[config.mk]
export PLATFORM = sky130hd
export DESIGN_NAME = i2c_byte_flat
export DESIGN_NICKNAME = d
export VERILOG_FILES = /design/src/rtl/i2c_byte_if.sv /design/src/rtl/i2c_byte.sv /design/src/flat_wrapper.sv
export SDC_FILE = /design/constraint.sdc
export NUM_CORES = 1
export LEC_CHECK = 0
export ABC_AREA = 0
export BUFFER_PORTS_ARGS = -buffer_cell sky130_fd_sc_hd__buf_4
export CAP_MARGIN = 20
export CORE_UTILIZATION = 31
export DETAILED_ROUTE_END_ITERATION = 7
export SYNTH_ARGS = -nofsm -noshare
export SYNTH_HDL_FRONTEND = slang
export SYNTH_SLANG_ARGS = --single-unit
[constraint.sdc]
create_clock -name clk -period 4.7 [get_ports clk]
set_input_delay 0.47 -clock clk [delete_from_list [all_inputs] [get_ports clk]]
set_output_delay 0.47 -clock clk [all_outputs]
set_load 0.1 [all_outputs]
[src/rtl/i2c_byte_if.sv]
// Purpose: groups the host-side byte request/response signals and the
//          single-bit command channel to i2c_bit into one bundle.
// Signals:
//   host  -> ctrl : start, stop, read, write, ack_in, din[7:0]
//   ctrl  -> host : cmd_ack, ack_out, dout[7:0], i2c_busy, i2c_al
//   ctrl  -> bit  : core_cmd[3:0], core_txd
//   bit   -> ctrl : core_ack, core_rxd, core_busy, core_al
// Modports: slave  = byte controller view
//           master = host plus bit-controller view (driver side)
interface i2c_byte_if;
    logic       start;
    logic       stop;
    logic       read;
    logic       write;
    logic       ack_in;
    logic [7:0] din;
    logic       cmd_ack;
    logic       ack_out;
    logic [7:0] dout;
    logic       i2c_busy;
    logic       i2c_al;
    logic [3:0] core_cmd;
    logic       core_txd;
    logic       core_ack;
    logic       core_rxd;
    logic       core_busy;
    logic       core_al;

    modport slave (
        input  start, stop, read, write, ack_in, din,
        input  core_ack, core_rxd, core_busy, core_al,
        output cmd_ack, ack_out, dout, i2c_busy, i2c_al,
        output core_cmd, core_txd
    );

    modport master (
        output start, stop, read, write, ack_in, din,
        output core_ack, core_rxd, core_busy, core_al,
        input  cmd_ack, ack_out, dout, i2c_busy, i2c_al,
        input  core_cmd, core_txd
    );
endinterface

[src/rtl/i2c_byte.sv]
// Purpose: byte-level I2C command controller. Turns one host byte request
//          (optional START, READ or WRITE of 8 bits plus the ACK bit,
//          optional STOP) into the per-bit command stream for i2c_bit.
// Ports:
//   clk     : system clock
//   nReset  : asynchronous active-low reset
//   bus     : i2c_byte_if.slave (host request/response + bit-controller link)
// Build option:
//   I2C_BYTE_LSB_FIRST_EN : when defined, data bits are sent and received
//                           LSB-first; counter, ACK handling and timing are
//                           unchanged. Undefined gives standard MSB-first.

`ifndef I2C_CMD_NOP
`define I2C_CMD_NOP   4'b0000
`define I2C_CMD_START 4'b0001
`define I2C_CMD_STOP  4'b0010
`define I2C_CMD_WRITE 4'b0100
`define I2C_CMD_READ  4'b1000
`endif

module i2c_byte (
    input  logic       clk,
    input  logic       nReset,
    i2c_byte_if.slave  bus
);

    localparam logic [3:0] CMD_NOP   = `I2C_CMD_NOP;
    localparam logic [3:0] CMD_START = `I2C_CMD_START;
    localparam logic [3:0] CMD_STOP  = `I2C_CMD_STOP;
    localparam logic [3:0] CMD_WRITE = `I2C_CMD_WRITE;
    localparam logic [3:0] CMD_READ  = `I2C_CMD_READ;

    typedef enum logic [2:0] {
        ST_IDLE,
        ST_START,
        ST_READ,
        ST_WRITE,
        ST_ACK,
        ST_STOP
    } state_e;

    state_e     state_q;
    logic [3:0] core_cmd_q;
    logic       core_txd_q;
    logic       cmd_ack_q;
    logic       ack_out_q;
    logic [7:0] sr_q;
    logic [2:0] cnt_q;
    logic       start_q;
    logic       stop_q;
    logic       read_q;
    logic       write_q;
    logic       ack_in_q;

    // Bit-order selection: first bit from din, current/next bit from sr, shift.
    logic       din_first_c;
    logic       sr_first_c;
    logic       sr_next_c;
    logic [7:0] sr_shift_c;

`ifdef I2C_BYTE_LSB_FIRST_EN
    assign din_first_c = bus.din[0];
    assign sr_first_c  = sr_q[0];
    assign sr_next_c   = sr_q[1];
    assign sr_shift_c  = {bus.core_rxd, sr_q[7:1]};
`else
    assign din_first_c = bus.din[7];
    assign sr_first_c  = sr_q[7];
    assign sr_next_c   = sr_q[6];
    assign sr_shift_c  = {sr_q[6:0], bus.core_rxd};
`endif

    // Registered cmd_ack masks the still-held host flags during the done pulse.
    logic go_c;
    assign go_c = (bus.start | bus.stop | bus.read | bus.write) & ~cmd_ack_q;

    // Sequencer: one core command outstanding, advanced on each core_ack.
    always_ff @(posedge clk or negedge nReset) begin
        if (!nReset) begin
            state_q    <= ST_IDLE;
            core_cmd_q <= CMD_NOP;
            core_txd_q <= 1'b0;
            cmd_ack_q  <= 1'b0;
            ack_out_q  <= 1'b0;
            sr_q       <= 8'h00;
            cnt_q      <= 3'd0;
            start_q    <= 1'b0;
            stop_q     <= 1'b0;
            read_q     <= 1'b0;
            write_q    <= 1'b0;
            ack_in_q   <= 1'b0;
        end else begin
            cmd_ack_q <= 1'b0;
            if (bus.core_al) begin
                // Arbitration loss aborts everything, even a coincident core_ack.
                state_q    <= ST_IDLE;
                core_cmd_q <= CMD_NOP;
                cnt_q      <= 3'd0;
            end else begin
                case (state_q)
                    ST_IDLE: begin
                        if (go_c) begin
                            start_q  <= bus.start;
                            stop_q   <= bus.stop;
                            read_q   <= bus.read;
                            write_q  <= bus.write;
                            ack_in_q <= bus.ack_in;
                            sr_q     <= bus.din;
                            cnt_q    <= 3'd7;
                            if (bus.start) begin
                                state_q    <= ST_START;
                                core_cmd_q <= CMD_START;
                            end else if (bus.read) begin
                                state_q    <= ST_READ;
                                core_cmd_q <= CMD_READ;
                            end else if (bus.write) begin
                                state_q    <= ST_WRITE;
                                core_cmd_q <= CMD_WRITE;
                                core_txd_q <= din_first_c;
                            end else begin
                                state_q    <= ST_STOP;
                                core_cmd_q <= CMD_STOP;
                            end
                        end
                    end

                    ST_START: begin
                        if (bus.core_ack) begin
                            if (read_q) begin
                                state_q    <= ST_READ;
                                core_cmd_q <= CMD_READ;
                            end else begin
                                state_q    <= ST_WRITE;
                                core_cmd_q <= CMD_WRITE;
                                core_txd_q <= sr_first_c;
                            end
                        end
                    end

                    ST_READ, ST_WRITE: begin
                        if (bus.core_ack) begin
                            sr_q <= sr_shift_c;
                            if (cnt_q != 3'd0) begin
                                cnt_q      <= 3'(cnt_q - 3'd1);
                                core_txd_q <= sr_next_c;
                            end else begin
                                // 9th bit: master drives ACK after a read, samples it after a write.
                                state_q <= ST_ACK;
                                if (state_q == ST_READ) begin
                                    core_cmd_q <= CMD_WRITE;
                                    core_txd_q <= ack_in_q;
                                end else begin
                                    core_cmd_q <= CMD_READ;
                                end
                            end
                        end
                    end

                    ST_ACK: begin
                        if (bus.core_ack) begin
                            ack_out_q  <= bus.core_rxd;
                            core_txd_q <= 1'b1;
                            if (stop_q) begin
                                state_q    <= ST_STOP;
                                core_cmd_q <= CMD_STOP;
                            end else begin
                                state_q    <= ST_IDLE;
                                core_cmd_q <= CMD_NOP;
                                cmd_ack_q  <= 1'b1;
                            end
                        end
                    end

                    ST_STOP: begin
                        if (bus.core_ack) begin
                            state_q    <= ST_IDLE;
                            core_cmd_q <= CMD_NOP;
                            cmd_ack_q  <= 1'b1;
                        end
                    end

                    default: begin
                        state_q    <= ST_IDLE;
                        core_cmd_q <= CMD_NOP;
                    end
                endcase
            end
        end
    end

    assign bus.core_cmd = core_cmd_q;
    assign bus.core_txd = core_txd_q;
    assign bus.cmd_ack  = cmd_ack_q;
    assign bus.ack_out  = ack_out_q;
    assign bus.dout     = sr_q;
    assign bus.i2c_busy = bus.core_busy;
    assign bus.i2c_al   = bus.core_al;

endmodule

[src/flat_wrapper.sv]
// flat-port wrapper written by rule: the top's interface ports become plain ports
module i2c_byte_flat 
  (clk, nReset, bus_start, bus_stop, bus_read, bus_write, bus_ack_in, bus_din, bus_core_ack, bus_core_rxd, bus_core_busy, bus_core_al, bus_cmd_ack, bus_ack_out, bus_dout, bus_i2c_busy, bus_i2c_al, bus_core_cmd, bus_core_txd);
  i2c_byte_if bus_i ();
  input  logic clk;
  input  logic nReset;
  input wire logic [$bits(bus_i.start)-1:0] bus_start;
  input wire logic [$bits(bus_i.stop)-1:0] bus_stop;
  input wire logic [$bits(bus_i.read)-1:0] bus_read;
  input wire logic [$bits(bus_i.write)-1:0] bus_write;
  input wire logic [$bits(bus_i.ack_in)-1:0] bus_ack_in;
  input wire logic [$bits(bus_i.din)-1:0] bus_din;
  input wire logic [$bits(bus_i.core_ack)-1:0] bus_core_ack;
  input wire logic [$bits(bus_i.core_rxd)-1:0] bus_core_rxd;
  input wire logic [$bits(bus_i.core_busy)-1:0] bus_core_busy;
  input wire logic [$bits(bus_i.core_al)-1:0] bus_core_al;
  output wire logic [$bits(bus_i.cmd_ack)-1:0] bus_cmd_ack;
  output wire logic [$bits(bus_i.ack_out)-1:0] bus_ack_out;
  output wire logic [$bits(bus_i.dout)-1:0] bus_dout;
  output wire logic [$bits(bus_i.i2c_busy)-1:0] bus_i2c_busy;
  output wire logic [$bits(bus_i.i2c_al)-1:0] bus_i2c_al;
  output wire logic [$bits(bus_i.core_cmd)-1:0] bus_core_cmd;
  output wire logic [$bits(bus_i.core_txd)-1:0] bus_core_txd;
  assign bus_i.start = bus_start;
  assign bus_i.stop = bus_stop;
  assign bus_i.read = bus_read;
  assign bus_i.write = bus_write;
  assign bus_i.ack_in = bus_ack_in;
  assign bus_i.din = bus_din;
  assign bus_i.core_ack = bus_core_ack;
  assign bus_i.core_rxd = bus_core_rxd;
  assign bus_i.core_busy = bus_core_busy;
  assign bus_i.core_al = bus_core_al;
  assign bus_cmd_ack = bus_i.cmd_ack;
  assign bus_ack_out = bus_i.ack_out;
  assign bus_dout = bus_i.dout;
  assign bus_i2c_busy = bus_i.i2c_busy;
  assign bus_i2c_al = bus_i.i2c_al;
  assign bus_core_cmd = bus_i.core_cmd;
  assign bus_core_txd = bus_i.core_txd;
  i2c_byte u_core (.clk(clk), .nReset(nReset), .bus(bus_i));
endmodule
**Word-level counts from Yosys, hierarchy flattened**

Index checks and enable logic that the tools add are counted.
W data, S select, Z words.

- Flip-flop bits (word level): 24
- Bits of input ports: 19
- Output and inout bits: 17
- Word-level logic and storage cells: 101

- $add $sub $neg: 1
- Eq/ne operators: 21
- Mux-type cells: 51
- Bitwise operators: 6
- Reduce and logical (&&, ||, !) cells: 12

Operator list:

| kind | count |
|---|---|
| $mux W3 | 16 |
| $mux W4 | 11 |
| $pmux W4 S5 | 1 |
| $mux W8 | 2 |
| $pmux W8 S2 | 1 |
| $mux W1 | 15 |
| $ne A3 B3 Y1 const B | 5 |
| $pmux W3 S5 | 1 |
| $ne A2 B2 Y1 const B | 7 |
| $reduce_and A11 Y1 | 1 |
| $reduce_and A4 Y1 | 2 |
| $eq A3 B2 Y1 const B | 2 |
| $eq A3 B3 Y1 const B | 2 |
| $ne A3 B2 Y1 const B | 2 |
| $pmux W3 S2 | 1 |
| $reduce_and A3 Y1 | 2 |
| $reduce_and A6 Y1 | 1 |
| $reduce_bool A3 Y1 | 2 |
| $pmux W1 S4 | 1 |
| $reduce_bool A4 Y1 | 1 |
| $eq A3 B1 Y1 const B | 1 |
| $logic_not A3 Y1 | 1 |
| $ne A3 B1 Y1 const B | 1 |
| $or A1 B1 Y1 | 3 |
| 8 further kinds | 9 |

**Longest topological paths before layout**

- Depth after elaboration: 7
- Depth in mapped cells: 6
- Depth with buffers taken out: 6

**Worst setup path after synthesis**

OpenSTA, ideal clock, no wires.

- Path kind: register to register
- From: register u_core.cmd_ack_q (netlist: u_core.bus.cmd_ack)
- To: register u_core.core_cmd_q[1] (netlist: u_core.bus.core_cmd[1])
- Setup time: 128 ps
- Arrival time: 1879 ps
- Data required time: 4572 ps
- Path slack: 2692 ps
- Stages on the path, launching flop included: 5
- Buffers on the path: 0
- Clock period less this slack: 2008 ps
- Path through: dfrtp_1 -> or3_1 -> o211ai_2 -> nand2_2 -> mux2_1

- Cells in the longest elaborated chain, start to end: 4

RTL lines:

| element | RTL line | source |
|---|---|---|
| start, declared | i2c_byte.sv:45 | `logic cmd_ack_q;` |
| start signal, assigned | i2c_byte.sv:83 | `cmd_ack_q <= 1'b0;` |
| start signal, assigned | i2c_byte.sv:93 | `cmd_ack_q <= 1'b0;` |
| start signal, assigned | i2c_byte.sv:169 | `cmd_ack_q <= 1'b1;` |
| $not A1 Y1 | i2c_byte.sv:75 | `assign go_c = (bus.start \| bus.stop \| bus.read \| bus.write) & ~cmd_ack_q;` |
| $and A1 B1 Y1 | i2c_byte.sv:75 |  |
| $ne A3 B2 Y1 (no line) | - |  |
| $reduce_and A6 Y1 (no line) | - |  |
| end signal, assigned | i2c_byte.sv:81 | `core_cmd_q <= CMD_NOP;` |
| end signal, assigned | i2c_byte.sv:97 | `core_cmd_q <= CMD_NOP;` |
| end signal, assigned | i2c_byte.sv:112 | `core_cmd_q <= CMD_START;` |
| end, declared | i2c_byte.sv:43 | `logic [3:0] core_cmd_q;` |

Every way passes these cells.
A chain may end at the register's enable or synchronous reset.

**Worst setup path after layout**

- From: register u_core.state_q[1]
- To: register u_core.core_cmd_q[3] (netlist: u_core.bus.core_cmd[3])

- Cells in the longest elaborated chain, start to end: 6
- Elaborated cells between the ends (all ways): 19
- Those cells by class: eq/ne: 11; mux: 5; reduce/logical: 3

RTL lines:

| element | RTL line | source |
|---|---|---|
| start, declared | i2c_byte.sv:42 | `state_e state_q;` |
| start signal, assigned | i2c_byte.sv:80 | `state_q <= ST_IDLE;` |
| start signal, assigned | i2c_byte.sv:96 | `state_q <= ST_IDLE;` |
| start signal, assigned | i2c_byte.sv:111 | `state_q <= ST_START;` |
| $eq A3 B2 Y1 | i2c_byte.sv:100, i2c_byte.sv:149 |  |
| $mux W4 | i2c_byte.sv:149 | `if (state_q == ST_READ) begin` |
| $mux W4 | i2c_byte.sv:143 | `if (cnt_q != 3'd0) begin` |
| $mux W4 | i2c_byte.sv:141 | `if (bus.core_ack) begin` |
| $pmux W4 S5 | i2c_byte.sv:100 | `case (state_q)` |
| $mux W4 | i2c_byte.sv:94 | `if (bus.core_al) begin` |
| end signal, assigned | i2c_byte.sv:97 |  |
| end signal, assigned | i2c_byte.sv:150 | `core_cmd_q <= CMD_WRITE;` |
| end signal, assigned | i2c_byte.sv:153 | `core_cmd_q <= CMD_READ;` |

Parallel ways exist; a longest one is shown, timed or not. The select of a mux whose other input is x is not followed.

==> results_dict.tcl <==
set metrics [dict create \
    syn_to_final_growth_pct 21.1 \
    final_nets 190 \
    clk_latency_ns 0.26 \
    grt_remaining_overflow 0 \
    routed_via_density 5.42 \
    track_usage_pct 14.1 \
    initial_core_util_pct 32.6 \
    place_congestion 0.825 \
    diodes 0 \
    synth_edf_count 0 \
    drt_first_pass_iters 4 \
    cts_tree "built" \
    synth_compound_area_share_pct 20.9 \
    synthSimpleGateAreaFrac_pct 16.1 \
    drc 0 \
    slew_viol_final 0 \
    ys_types 40 \
    instances_no_fill 219 \
    fmax_mhz 453 \
    ys.flop_type "dfrtp_1" \
    dp.cells 216 \
    nFillCells 442 \
    synth.net_count 162 \
    die_y_um 69.9 \
    critPathMaxFanout 13 \
    cp.arrival_ns 2.36 \
    tightest_slew_ns 0.795 \
    cts_htree_levels 1 \
    yosysSeqAreaShare_pct 42.1 \
    core_mm2 0.00438 \
    startpoint "u_core.state_q[1]$_DFFE_PN0P_" \
    rsz0062_at_grt "no" \
    die_area_mm2 0.00488 \
    port_buffers 33 \
    vias 1186 \
    hold_buffers 0 \
    yosys_warnings 0 \
    status "finished clean" \
    critPathKind "register to register" \
    fp-row-count 24 \
    synthCells 141 \
    cp_slowest_stage_delay_ns 0.65 \
    mostFrequentLayoutCells "buf_4, dfrtp_1, a21oi_1, mux2i_1" \
    ios 36 \
    final_common_cell "buf_4" \
    finalCritPeriodShare_pct 47.0 \
    crit_chain "nand2b_1, a211o_1, nand2_2, mux2_2" \
    synth_mux_area_share_pct 14.1 \
    finalSetupViolations 0 \
    r2r-start "u_core.state_q[1]$_DFFE_PN0P_" \
    clockBufferDepth 2 \
    die_w_um 69.9 \
    relSlewSlack_pct 46.8 \
    yosys_register_bits 24 \
    dr.first_iter.drc_count 43 \
    synth_xor_area_share_pct 0 \
    drive_above_1_share_pct 30.5 \
    drtAntennaViolNets 0 \
    tns_ns 0 \
    async_flop_share_pct 100 \
    hpwl_um 2410 \
    worstPathRequired_ns 4.85 \
    clock_skew_ns 0.00361 \
    grt_pass1_wl_um 5590 \
    drv_cap 0 \
    end_kind "register" \
    grt_pass1_vias 1156 \
    root_buffer "clkbuf_8" \
    synth_top_family_by_area "compound AO/OA/AOI/OAI gates" \
    syn_area_per_cell_um2 10.1 \
    wire_per_inst_um 14.9 \
    syn-cell-area_mm2 0.00143 \
    cp_slowest_cell "dfrtp_1" \
    cts_resized 0 \
    clock_sinks 24 \
    layout_min_cycle_time_ns 2.21 \
    clkTransAtPathRegs_ns 0.08 \
    cts_made_buffers 3 \
    grt_max_degree 25 \
    yosys.area_share.adder_pct 1.75 \
    hold_viol_final 0 \
    antenna_found_initial 0 \
    crit_path_start_kind "register" \
    post_cts_buffers 0 \
    wirelength_um 3270 \
    hold_path.class "input pin to async pin" \
]
cell type report:
type,count,area (um2),area share (%)
Tap cell,52,65.1,3.76
Inverter,5,18.8,1.09
Sequential cell,24,601,34.7
Timing Repair Buffer,33,248,14.3
Multi-Input combinational cell,102,756,43.7
Clock buffer,3,41.3,2.39
cells in the mapped netlist, types with 2 or more instances:
library cell  instances  area [um2]
dfrtp_1              24         601
a21oi_1              21         105
mux2i_1              10         100
mux2_2                8        90.1
nor2_1                8        30.0
nand2_1               7        26.3
buf_2                 6        30.0
inv_1                 5        18.8
nand3b_1              4        30.0
nor3_1                4        20.0
o21ai_0               4        20.0
a211oi_1              3        22.5
nor4_1                3        18.8
a21boi_0              2        15.0
a31oi_1               2        12.5
and2_1                2        12.5
buf_4                 2        15.0
clkbuf_1              2        7.51
ha_1                  2        25.0
nor2b_1               2        12.5
critical path, delay by kind of cell (launching register included):
kind | cells | cell delay (ns)
and+or+nand+nor | 2 | 0.63
DFF | 1 | 0.65
muxes | 1 | 0.36
AOI/OAI and AO/OA | 1 | 0.46
routing by layer:
metal	GRT usage [%]	vias to the layer above	part of all wire, %
met2	23.1	30	49
met5	0	-	0
met1	19.4	582	46
met4	4.22	0	1.2
li1	-	568	-
met3	1.88	6	4.0
cells by family after synthesis:
kind of cell	Yosys count
AND/OR/NAND/NOR	39
multiplexers	19
AO/OA/AOI/OAI	42
flip-flops	24
adder cells (fa/ha/maj)	2
buffers and inverters	15
worst paths after layout:
| kind | to | cells past startpoint | slack, ns |
|---|---|---|---|
| max reg2reg | u_core.bus.core_cmd[3]$_DFFE_PN0P_ | 4 | 2.49 |
| min reg2reg | u_core.cnt_q[0]$_DFFE_PN0P_ | 1 | 0.50 |
| min in group clk | u_core.ack_in_q$_DFFE_PN0P_ | 2 | 0.43 |
| min | u_core.stop_q$_DFFE_PN0P_ | 1 | 0.09 |
| max in group asynchronous | u_core.cnt_q[0]$_DFFE_PN0P_ | 1 | 4.36 |
| max | u_core.bus.core_cmd[3]$_DFFE_PN0P_ | 4 | 2.49 |
per-stage QoR:
step | instance area (um2) | utilization (%) | worst slack, ns | hold slack [ns]
global placement | 1690 | 38.5 | 2.59 | 0.387
global route | 1730 | 39.4 | 2.33 | 0.115
finish | 1730 | 39.4 | 2.49 | 0.0920
floorplan | 1430 | - | 2.69 | 0.174
CTS | 1730 | 39.4 | 2.49 | 0.105
detailed placement | 1690 | 38.5 | 2.50 | 0.394
state kept, by name, summed over array words and instances, names as in the netlist:
name,count
u_core.ack_in_q,1
u_core.state_q,3
u_core.bus.ack_out,1
u_core.read_q,1
u_core.bus.dout,8
u_core.stop_q,1
u_core.bus.core_cmd,4
u_core.bus.cmd_ack,1
u_core.bus.core_txd,1
u_core.cnt_q,3
Power is not shown: default switching activity piles up to over one toggle a cycle in this logic, so the estimate is an artifact.
